## config.mk

```make
export PLATFORM = sky130hd
export DESIGN_NAME = iob_async_req_arb
export DESIGN_NICKNAME = d
export VERILOG_FILES = /design/src/rtl/iob_async_req_arb_pkg.sv /design/src/rtl/iob_sync_edge.sv /design/src/rtl/iob_async_req_arb.sv
export SDC_FILE = /design/constraint.sdc
export NUM_CORES = 1
export LEC_CHECK = 0
export BUFFER_PORTS_ARGS = -buffer_cell sky130_fd_sc_hd__buf_2
export CAP_MARGIN = 20
export CORE_MARGIN = 8
export CORE_UTILIZATION = 47
export DETAILED_ROUTE_END_ITERATION = 12
export PLACE_DENSITY_LB_ADDON = 0.15
export SYNTH_ARGS = -nofsm -noshare
export SYNTH_HDL_FRONTEND = slang
export SYNTH_HIERARCHICAL = 1
export SYNTH_SLANG_ARGS = --single-unit
```

## constraint.sdc

```tcl
create_clock -name clk_i -period 1.6 [get_ports clk_i]
set_clock_uncertainty 0.15 [all_clocks]
set_input_delay 0.32 -clock clk_i [delete_from_list [all_inputs] [get_ports clk_i]]
set_output_delay 0.32 -clock clk_i [all_outputs]
set_load 0.05 [all_outputs]
```

## src/rtl/iob_async_req_arb_pkg.sv

```systemverilog
// Shared definitions for the asynchronous-request round-robin arbiter:
// the grant index width derivation, grant FSM state encodings and reset values.
package iob_async_req_arb_pkg;

  // Number of bits needed to index n requesters (ceil(log2(n))).
  function automatic int clog2_f(input int n);
    int r;
    r = 0;
    for (int i = 0; i < 31; i++) begin
      if (int'(32'd1 << i) < n) begin
        r = i + 1;
      end else begin
        r = r;
      end
    end
    return r;
  endfunction

  // Grant FSM: IDLE has no grant outstanding, GRANT presents gnt_id_o.
  typedef enum logic [0:0] {
    ST_IDLE  = 1'b0,
    ST_GRANT = 1'b1
  } arb_state_e;

  // Reset values for the state, grant-valid and synchronizer flops.
  localparam arb_state_e RST_STATE     = ST_IDLE;
  localparam logic       RST_GNT_VALID = 1'b0;
  localparam logic       RST_SYNC_BIT  = 1'b0;

endpackage : iob_async_req_arb_pkg

```

## src/rtl/iob_sync_edge.sv

```systemverilog
// N_REQ-wide two-flop synchronizer followed by a history flop. A rising
// edge on a synchronized request line produces a one-cycle pulse on edge_o.
// All flops reset to 0, so a line already high at reset release yields one
// edge pulse.
module iob_sync_edge
  import iob_async_req_arb_pkg::*;
#(
  parameter int N_REQ = 4
) (
  input  logic             clk_i,
  input  logic             arst_n_i,
  input  logic [N_REQ-1:0] req_i,
  output logic [N_REQ-1:0] edge_o
);

  logic [N_REQ-1:0] s1_r;
  logic [N_REQ-1:0] s2_r;
  logic [N_REQ-1:0] s3_r;

  // Synchronize the asynchronous request lines and keep one cycle of history.
  always_ff @(posedge clk_i or negedge arst_n_i) begin
    if (!arst_n_i) begin
      s1_r <= {N_REQ{RST_SYNC_BIT}};
      s2_r <= {N_REQ{RST_SYNC_BIT}};
      s3_r <= {N_REQ{RST_SYNC_BIT}};
    end else begin
      s1_r <= req_i;
      s2_r <= s1_r;
      s3_r <= s2_r;
    end
  end

  assign edge_o = s2_r & ~s3_r;

endmodule : iob_sync_edge

```

## src/rtl/iob_async_req_arb.sv

```systemverilog
// Round-robin arbiter for asynchronous event requesters. Each synchronized
// rising edge becomes one pending event; pending events are issued one at a
// time as a registered grant with a valid/ready handshake and no bubble
// between back-to-back grants.
// Optional feature macro: IOB_ASYNC_REQ_ARB_OVERFLOW_EN builds sticky
// per-requester overflow flags; without it overflow_o is tied to 0.
module iob_async_req_arb
  import iob_async_req_arb_pkg::*;
#(
  parameter int N_REQ = 4,
  parameter int ID_W  = clog2_f(N_REQ)
) (
  input  logic             clk_i,
  input  logic             arst_n_i,
  input  logic             clr_i,
  input  logic [N_REQ-1:0] req_i,
  output logic             gnt_valid_o,
  output logic [ID_W-1:0]  gnt_id_o,
  input  logic             gnt_ready_i,
  output logic [N_REQ-1:0] pending_o,
  output logic [N_REQ-1:0] overflow_o
);

  localparam int SUM_W = ID_W + 1;

  logic [N_REQ-1:0] edge_s;
  logic [N_REQ-1:0] pending_r;
  logic [N_REQ-1:0] consume_s;
  logic             pick_found_s;
  logic [ID_W-1:0]  pick_id_s;
  logic [ID_W-1:0]  next_ptr_s;
  logic [SUM_W-1:0] sum_s;
  logic             load_en_s;
  logic             grant_load_s;
  arb_state_e       state_r;
  logic             gnt_valid_r;
  logic [ID_W-1:0]  gnt_id_r;
  logic [ID_W-1:0]  ptr_r;

  iob_sync_edge #(
    .N_REQ (N_REQ)
  ) u_sync_edge (
    .clk_i    (clk_i),
    .arst_n_i (arst_n_i),
    .req_i    (req_i),
    .edge_o   (edge_s)
  );

  // Round-robin search over pending events starting at the pointer, wrapping.
  always_comb begin
    pick_found_s = 1'b0;
    pick_id_s    = '0;
    sum_s        = '0;
    for (int k = 0; k < N_REQ; k++) begin
      sum_s = {1'b0, ptr_r} + SUM_W'(k);
      if (sum_s >= SUM_W'(N_REQ)) begin
        sum_s = sum_s - SUM_W'(N_REQ);
      end else begin
        sum_s = sum_s;
      end
      if (!pick_found_s && pending_r[sum_s[ID_W-1:0]]) begin
        pick_found_s = 1'b1;
        pick_id_s    = sum_s[ID_W-1:0];
      end else begin
        pick_found_s = pick_found_s;
      end
    end
  end

  // A new grant may load when idle or on the handshake of the current grant.
  always_comb begin
    load_en_s = 1'b0;
    case (state_r)
      ST_IDLE:  load_en_s = 1'b1;
      ST_GRANT: load_en_s = gnt_ready_i;
      default:  load_en_s = 1'b0;
    endcase
  end

  assign grant_load_s = load_en_s & pick_found_s;

  // One-hot of the pending bit consumed by a grant load, and the next pointer.
  always_comb begin
    consume_s  = '0;
    next_ptr_s = '0;
    if (grant_load_s) begin
      consume_s[pick_id_s] = 1'b1;
    end else begin
      consume_s = '0;
    end
    if (int'(pick_id_s) == (N_REQ - 1)) begin
      next_ptr_s = '0;
    end else begin
      next_ptr_s = pick_id_s + ID_W'(1);
    end
  end

  // Pending bitmap: edges set bits, grant loads clear them; a new edge on the
  // bit being consumed keeps it set.
  always_ff @(posedge clk_i or negedge arst_n_i) begin
    if (!arst_n_i) begin
      pending_r <= '0;
    end else if (clr_i) begin
      pending_r <= '0;
    end else begin
      pending_r <= (pending_r & ~consume_s) | edge_s;
    end
  end

  // Grant FSM with registered valid, id and round-robin pointer.
  always_ff @(posedge clk_i or negedge arst_n_i) begin
    if (!arst_n_i) begin
      state_r     <= RST_STATE;
      gnt_valid_r <= RST_GNT_VALID;
      gnt_id_r    <= '0;
      ptr_r       <= '0;
    end else if (clr_i) begin
      state_r     <= RST_STATE;
      gnt_valid_r <= RST_GNT_VALID;
      gnt_id_r    <= '0;
      ptr_r       <= '0;
    end else begin
      case (state_r)
        ST_IDLE: begin
          if (grant_load_s) begin
            state_r     <= ST_GRANT;
            gnt_valid_r <= 1'b1;
            gnt_id_r    <= pick_id_s;
            ptr_r       <= next_ptr_s;
          end
        end
        ST_GRANT: begin
          if (grant_load_s) begin
            gnt_valid_r <= 1'b1;
            gnt_id_r    <= pick_id_s;
            ptr_r       <= next_ptr_s;
          end else if (gnt_ready_i) begin
            state_r     <= ST_IDLE;
            gnt_valid_r <= 1'b0;
          end
        end
        default: begin
          state_r     <= ST_IDLE;
          gnt_valid_r <= 1'b0;
        end
      endcase
    end
  end

`ifdef IOB_ASYNC_REQ_ARB_OVERFLOW_EN
  logic [N_REQ-1:0] overflow_r;
  logic [N_REQ-1:0] ovf_hit_s;

  // An edge landing on a pending bit that is not being consumed is lost.
  assign ovf_hit_s = edge_s & pending_r & ~consume_s;

  // Sticky overflow flags, cleared only by clr_i or reset.
  always_ff @(posedge clk_i or negedge arst_n_i) begin
    if (!arst_n_i) begin
      overflow_r <= '0;
    end else if (clr_i) begin
      overflow_r <= '0;
    end else begin
      overflow_r <= overflow_r | ovf_hit_s;
    end
  end

  assign overflow_o = overflow_r;
`else
  assign overflow_o = '0;
`endif

  assign gnt_valid_o = gnt_valid_r;
  assign gnt_id_o    = gnt_id_r;
  assign pending_o   = pending_r;

endmodule : iob_async_req_arb
```

==> run summary, run 1 <==
Top cell type by total area after synthesis = sky130_fd_sc_hd__dfrtp_1
Number of distinct library cells after synthesis = 27
Worst endpoint required time = 1.66 ns
Kind of path behind the tightest hold check = in -> reg
Core area = 1940 um2
Post-synthesis mux area share = 1.05%
Number of remaining DRC errors = 0
Share of flip-flops with an asynchronous set or reset after synthesis = 100%
Top post-synthesis cells by area = sky130_fd_sc_hd__dfrtp_1 (58%), sky130_fd_sc_hd__nor2b_4 (5.8%), sky130_fd_sc_hd__buf_4 (3.9%)
Top fanout value on the critical path = 5
Vias in the first global route = 731
Die Ht = 61.1 um
Number of enable flip-flop cells after synthesis = 0
Combined buffer and inverter count along the critical path = 0
Starting utilization of the core area = 49.3%
Placer's final routability congestion estimate = 0.829
List of cells traversed by the critical path = or4_4, and2_4, and3_4, a311oi_2
Chip width = 61.1 um
Number of buffers inserted by port buffering = 14
Highest-delay cell along the critical path = sky130_fd_sc_hd__or4_4
Number of warnings issued by yosys = 6
Kind of end point of the critical path = flip-flop
Number of instances in the synthesized netlist = 83
Number of detailed-route iterations in the first pass = 4
Via-to-Cell Ratio = 5.02
Final global-route overflow total = 0
Setup WS pre-CTS = -0.144 ns
Clock-pin slew reported for the worst setup and hold paths after clock tree synthesis = 0.13 ns
Maximum clock path buffer count = 2
Total I/O pin count = 19
Clock sink count = 22
Status = complete, but fails checks
Worst stage delay on the critical path = 0.55 ns
Crit Reg-Reg Endpoint = pending_o[3]$_DFF_PN0_
Clock root buffer master = sky130_fd_sc_hd__clkbuf_4
Fraction of the mapped netlist area in compound gates = 11.8%
Time the worst path needs with I/O delays and setup = 1.78 ns
Crit-path leading delay family = simple AND/OR/NAND/NOR gates
F_max = 0.562 GHz
Clock H-tree levels = 1
Hold WS = 0.166 ns
Most frequent cell after synthesis = sky130_fd_sc_hd__dfrtp_1
Total of flip-flops plus latches after synthesis = 22
Residual antenna-violating net count after detailed routing = 0
Die area = 3740 um2
Violations in the final reports = setup timing
Via count = 738
Post-synthesis adder-cell area fraction = 1.31%
Post-Layout Inst Area = 1350 um2
All-Layer GR Usage = 12.5%
Antenna violations before repair = 0
Mean area per synthesized cell = 11.5 um2
Final std cells w/o fill = 147
Max Cap Violations = 0
Worst supply voltage drop on vdd = 0.000929 V
Fraction of final layout cells with drive strength greater than 1 = 52.5%
Beginning of the worst hold path = gnt_ready_i
Detailed-placement wirelength estimate = 1.35 mm
Detailed router's first-iteration violation count = 8
Total instance count after detailed placement = 135
Cell types with the highest counts after synthesis = sky130_fd_sc_hd__dfrtp_1 (22), sky130_fd_sc_hd__nand2_1 (9), sky130_fd_sc_hd__nor2_1 (9)
Commonest register cell after synthesis = sky130_fd_sc_hd__dfrtp_1
TritonCTS clock tree = yes
Final-layout fill cell count = 136
Final net count = 130
Sort of element at the start of the critical path = flip-flop
Register-to-register path setup slack = -0.18 ns
Footprint of the multi-input gates = 440 um2
Final period util = 111%
Signal arrival time at the worst endpoint = 1.84 ns
Average wire per standard cell = 14.8 um
Top cell type's share of synthesized area = 57.5%
Synth Area in XOR/XNOR = 0%
Final routed wirelength across all metal layers = 2.18 mm
Clock latency at the later pin of the worst-skew pair = 0.31 ns
Worst-case hold path end point = gnt_valid_o$_DFFE_PN0P_
Main combinational cell family by area after synthesis = simple AND/OR/NAND/NOR gates
Final Setup Violations = 9
Final Hold Vio Count = 0
Cell area power density = 1110 nW/um2
First-pass GRT wire length = 3.42 mm
Setup repair after global routing missed its margin = true
Worst Hold Path Cells = 4
Netlist area before placement = 957 um2
Worst-case reg-to-reg path depth = 4
Pin count of the biggest net entering global routing = 23
Register area = 558 um2
Setup slack of the critical path after layout = -0.178 ns
N_diodes = 0
Cell Rows = 16
Classification of the worst setup path = reg -> reg
Share of synthesized area occupied by flip-flops and latches = 57.5%
Area growth from synthesis to layout = 40.7%
Core occupancy in the finished layout = 69.3%
Clock buffer count from CTS = 3
Fraction of the mapped netlist area in simple logic gates = 23.3%
Cell area after placement = 1140 um2
Slew Limit Fails = 0
Start of the worst register-to-register path = pending_o[0]$_DFF_PN0_
Static leakage power = 0.627 nW
[layer usage]
| layer | track usage, % | vias up | share of wire (%) |
|---|---|---|---|
| met4 | 6.98 | 0 | 1.7 |
| met3 | 3.55 | 4 | 5.8 |
| met2 | 19.0 | 22 | 48 |
| met5 | 0 | - | 0 |
| li1 | - | 349 | - |
| met1 | 15.5 | 363 | 45 |
[worst max-delay path by stage]
| stage | from | end | slack (ns) | cells past startpoint |
|---|---|---|---|---|
| final | pending_o[0]$_DFF_PN0_ | pending_o[3]$_DFF_PN0_ | -0.18 | 4 |
| after global routing | pending_o[0]$_DFF_PN0_ | pending_o[3]$_DFF_PN0_ | -0.22 | 4 |
| after CTS | pending_o[3]$_DFF_PN0_ | pending_o[3]$_DFF_PN0_ | -0.12 | 4 |
| after detailed placement | pending_o[3]$_DFF_PN0_ | pending_o[3]$_DFF_PN0_ | -0.14 | 4 |
| after global placement | pending_o[3]$_DFF_PN0_ | pending_o[3]$_DFF_PN0_ | -0.12 | 4 |
| after floorplan | pending_o[3]$_DFF_PN0_ | pending_o[3]$_DFF_PN0_ | -0.26 | 4 |
[flip-flops by register name, summed over array words and instances (netlist names)]
signal / count
u_sync_edge/s1_r: 4
u_sync_edge/s2_r: 4
u_sync_edge/s3_r: 4
pending_o: 4
state_r: 1
gnt_valid_o: 1
ptr_r: 2
gnt_id_o: 2
[placed cells by master, fill, tap and decap left out, types with 3 or more instances in the layout]
cell | netlist | routed
sky130_fd_sc_hd__a211oi_2 | 0 | 3
sky130_fd_sc_hd__nor2b_4 | 4 | 4
sky130_fd_sc_hd__a21oi_1 | 4 | 3
sky130_fd_sc_hd__nand2b_1 | 3 | 3
sky130_fd_sc_hd__dfrtp_2 | 0 | 6
sky130_fd_sc_hd__dfrtp_1 | 22 | 16
sky130_fd_sc_hd__buf_6 | 0 | 4
sky130_fd_sc_hd__buf_2 | 0 | 11
sky130_fd_sc_hd__buf_4 | 5 | 14
sky130_fd_sc_hd__dlygate4sd3_1 | 0 | 5
sky130_fd_sc_hd__nand2_1 | 9 | 8
sky130_fd_sc_hd__clkbuf_4 | 0 | 3
sky130_fd_sc_hd__nor2_1 | 9 | 8
sky130_fd_sc_hd__conb_1 | 1 | 4
[power by group]
part / switching [mW] / internal (mW) / leakage (nW)
Sequential: 0.0445 / 0.609 / 0.263
Clock: 0.169 / 0.139 / 0.0210
Combinational: 0.290 / 0.244 / 0.343
Total: 0.504 / 0.992 / 0.627
[worst reg2reg max path: stages, from the launching register on]
cell                       delay, ns
sky130_fd_sc_hd__dfrtp_2        0.44
sky130_fd_sc_hd__or4_4          0.55
sky130_fd_sc_hd__and2_4         0.18
sky130_fd_sc_hd__and3_4         0.15
sky130_fd_sc_hd__a311oi_2       0.20
[per-stage QoR]
stage,power [mW],TNS (ns)
after floorplan,0.935,-1.28
after global placement,1.07,-0.561
after detailed placement,1.08,-0.736
after CTS,1.43,-0.556
after global routing,1.57,-1.06
final,1.50,-0.669
[layout make-up]
cell class,instances,area share (%)
flip-flops and latches,22,41.4
inverters,2,0.558
multi-input cells,57,32.7
repair buffers,35,20.1
well taps,27,2.51
clock buffers,4,2.70
[timing repair]
item                       in CTS  in global routing
pin swaps                       4                  7
cloned                          0                  0
hold buffers                    5                  0
resized for setup               8                 20
hold endpoints to repair       26                  0
setup endpoints to repair       8                 11
setup buffers                   2                  1
[cells by family (layout without fill, tap and decap cells)]
| kind of cell | count (synthesis) | after routing |
|---|---|---|
| AND/OR/NAND/NOR | 36 | 36 |
| other | 1 | 4 |
| multiplexers | 1 | 1 |
| flip-flops | 22 | 22 |
| AO/OA/AOI/OAI | 15 | 15 |
| adder cells (fa/ha/maj) | 1 | 1 |
| buffers and inverters | 7 | 41 |
Note: power is estimated with default switching activity, not from simulation.
==> inputs of run 2 (changes only) <==
- CORE_UTILIZATION: 47 -> 52
- clock period: 1.6 -> 1.93 ns (I/O delays scaled with it)
==> run 2 against run 1 <==
The flow now finishes without violations. Core utilization decreased by 5.3 points. Sequential power down 16%. Via count is 12% lower. Maximum frequency shrank 3.6%. Die area down 7.1%. Combinational power shrank 44%. Largest power group unchanged.
==> run summary, run 2 (synthesis results as in run 1) <==
Kind of path behind the tightest hold check = in -> reg
Die Ht = 58.9 um
Clock buffer count from CTS = 3
Vias in the first global route = 619
Final-layout fill cell count = 148
Number of remaining DRC errors = 0
Max Cap Violations = 0
Signal arrival time at the worst endpoint = 1.90 ns
Fraction of final layout cells with drive strength greater than 1 = 35.0%
Pin count of the biggest net entering global routing = 23
Final global-route overflow total = 0
Worst-case hold path end point = u_sync_edge/s1_r[1]$_DFF_PN0_
Detailed-placement wirelength estimate = 1.27 mm
Clock H-tree levels = 1
Number of detailed-route iterations in the first pass = 4
Worst endpoint required time = 1.99 ns
Register-to-register path setup slack = 0.09 ns
Core area = 1730 um2
Portion of total power attributed to sequential cells = 50.2%
First-pass GRT wire length = 2.89 mm
Number of buffers inserted by port buffering = 14
Area growth from synthesis to layout = 15.6%
Time the worst path needs with I/O delays and setup = 1.84 ns
Most common library cell in the layout ignoring fill and taps = sky130_fd_sc_hd__dfrtp_1
Internal power contribution = 0.733 mW
Worst-case reg-to-reg path depth = 4
Final Setup Violations = 0
Total I/O pin count = 19
Via count = 650
Net switching power = 0.354 mW
Top fanout value on the critical path = 6
F_max = 0.542 GHz
Starting utilization of the core area = 55.4%
Combinational Power Share = 27.6%
Beginning of the worst hold path = req_i[1]
Kind of end point of the critical path = flip-flop
Worst supply voltage drop on vdd = 0.000692 V
Cell Rows = 15
Placer's final routability congestion estimate = 0.915
Clock latency at the later pin of the worst-skew pair = 0.30 ns
Final Hold Vio Count = 0
Switching fraction of total power = 32.6%
Final period util = 95.5%
Final routed wirelength across all metal layers = 1.69 mm
N_diodes = 0
All-Layer GR Usage = 10.8%
Status = finished, final reports clean
Residual antenna-violating net count after detailed routing = 0
Clock network power share = 22.1%
Slew Limit Fails = 0
Worst Hold Path Cells = 1
Chip width = 58.9 um
Static leakage power = 0.528 nW
Clock sink count = 22
Core occupancy in the finished layout = 64.1%
Final net count = 113
Via-to-Cell Ratio = 5.08
Clock root buffer master = sky130_fd_sc_hd__clkbuf_4
Classification of the worst setup path = reg -> reg
Average wire per standard cell = 13.2 um
Start of the worst register-to-register path = pending_o[0]$_DFF_PN0_
Detailed router's first-iteration violation count = 11
Die area = 3470 um2
Maximum clock path buffer count = 2
Crit Reg-Reg Endpoint = pending_o[3]$_DFF_PN0_
Leading cell types in the layout, fill and taps excluded = sky130_fd_sc_hd__dfrtp_1 (18), sky130_fd_sc_hd__buf_2 (14), sky130_fd_sc_hd__nor2_1 (9), sky130_fd_sc_hd__nand2_1 (9)
Cell area power density = 982 nW/um2
Clock-pin slew reported for the worst setup and hold paths after clock tree synthesis = 0.11 ns
Setup repair after global routing missed its margin = false
Setup TNS = 0 ns
TritonCTS clock tree = yes
Antenna violations before repair = 0
Sort of element at the start of the critical path = flip-flop
==> run 2: layout make-up <==
| type | count | area (um2) | area share (%) |
|---|---|---|---|
| Clock buffer | 4 | 36.3 | 3.28 |
| Sequential cell | 22 | 556 | 50.2 |
| Multi-Input combinational cell | 57 | 373 | 33.7 |
| Timing Repair Buffer | 18 | 103 | 9.28 |
| Tap cell | 25 | 31.3 | 2.83 |
| Inverter | 2 | 7.51 | 0.679 |
==> run 2: critical path, cell delays in order (launching register included) <==
cell and delay, ns:
sky130_fd_sc_hd__dfrtp_2 0.46, sky130_fd_sc_hd__or4_4 0.56, sky130_fd_sc_hd__and2_4 0.18, sky130_fd_sc_hd__and3_4 0.15
sky130_fd_sc_hd__a311oi_2 0.24
==> run 2: power groups by stage <==
stage,clock [mW],combinational [mW],sequential (mW)
floorplan,0,0.168,0.606
global placement,0,0.296,0.552
detailed placement,0,0.299,0.554
CTS,0.253,0.301,0.545
global route,0.273,0.331,0.551
finish,0.240,0.300,0.546
==> run 2: worst max path at each step <==
stage | slack (ns) | startpoint | depth (start not counted) | endpoint
6_report | 0.09 | pending_o[0]$_DFF_PN0_ | 4 | pending_o[3]$_DFF_PN0_
2_1_floorplan | 0.04 | pending_o[0]$_DFF_PN0_ | 4 | pending_o[3]$_DFF_PN0_
4_1_cts | 0.08 | pending_o[0]$_DFF_PN0_ | 4 | pending_o[3]$_DFF_PN0_
3_3_place_gp | 0.13 | pending_o[0]$_DFF_PN0_ | 4 | pending_o[3]$_DFF_PN0_
3_5_place_dp | 0.11 | pending_o[0]$_DFF_PN0_ | 4 | pending_o[3]$_DFF_PN0_
5_1_grt | 0.01 | pending_o[3]$_DFF_PN0_ | 5 | ptr_r[1]$_DFFE_PN0P_
==> run 2: per-stage QoR <==
step	setup WS, ns	std cells	power [mW]	hold slack, ns	instance area (um2)
global route	0.0141	128	1.15	0.00472	1110
floorplan	0.0413	86	0.774	-0.0596	973
CTS	0.0813	128	1.10	0.0206	1110
finish	0.0863	128	1.09	0.0319	1110
detailed placement	0.112	123	0.852	0.186	1060
global placement	0.127	123	0.848	0.182	1060
==> run 2: repair_timing <==
| action | 4_1_cts | 5_1_grt |
|---|---|---|
| buffers inserted | 0 | 0 |
| resized for setup | 0 | 0 |
| hold buffers | 1 | 0 |
| hold endpoints to repair | 22 | 0 |
==> run 2: layer usage <==
metal  up-vias  share of wire (%)  routed length (um)  GRT usage, %
li1        319                  -                   -             -
met1       310                 48                 819          14.7
met2        19                 44                 740          15.7
met3         2                6.4                 108          3.04
met4         0                1.2                  21          4.10
met5         -                  0                   0             0
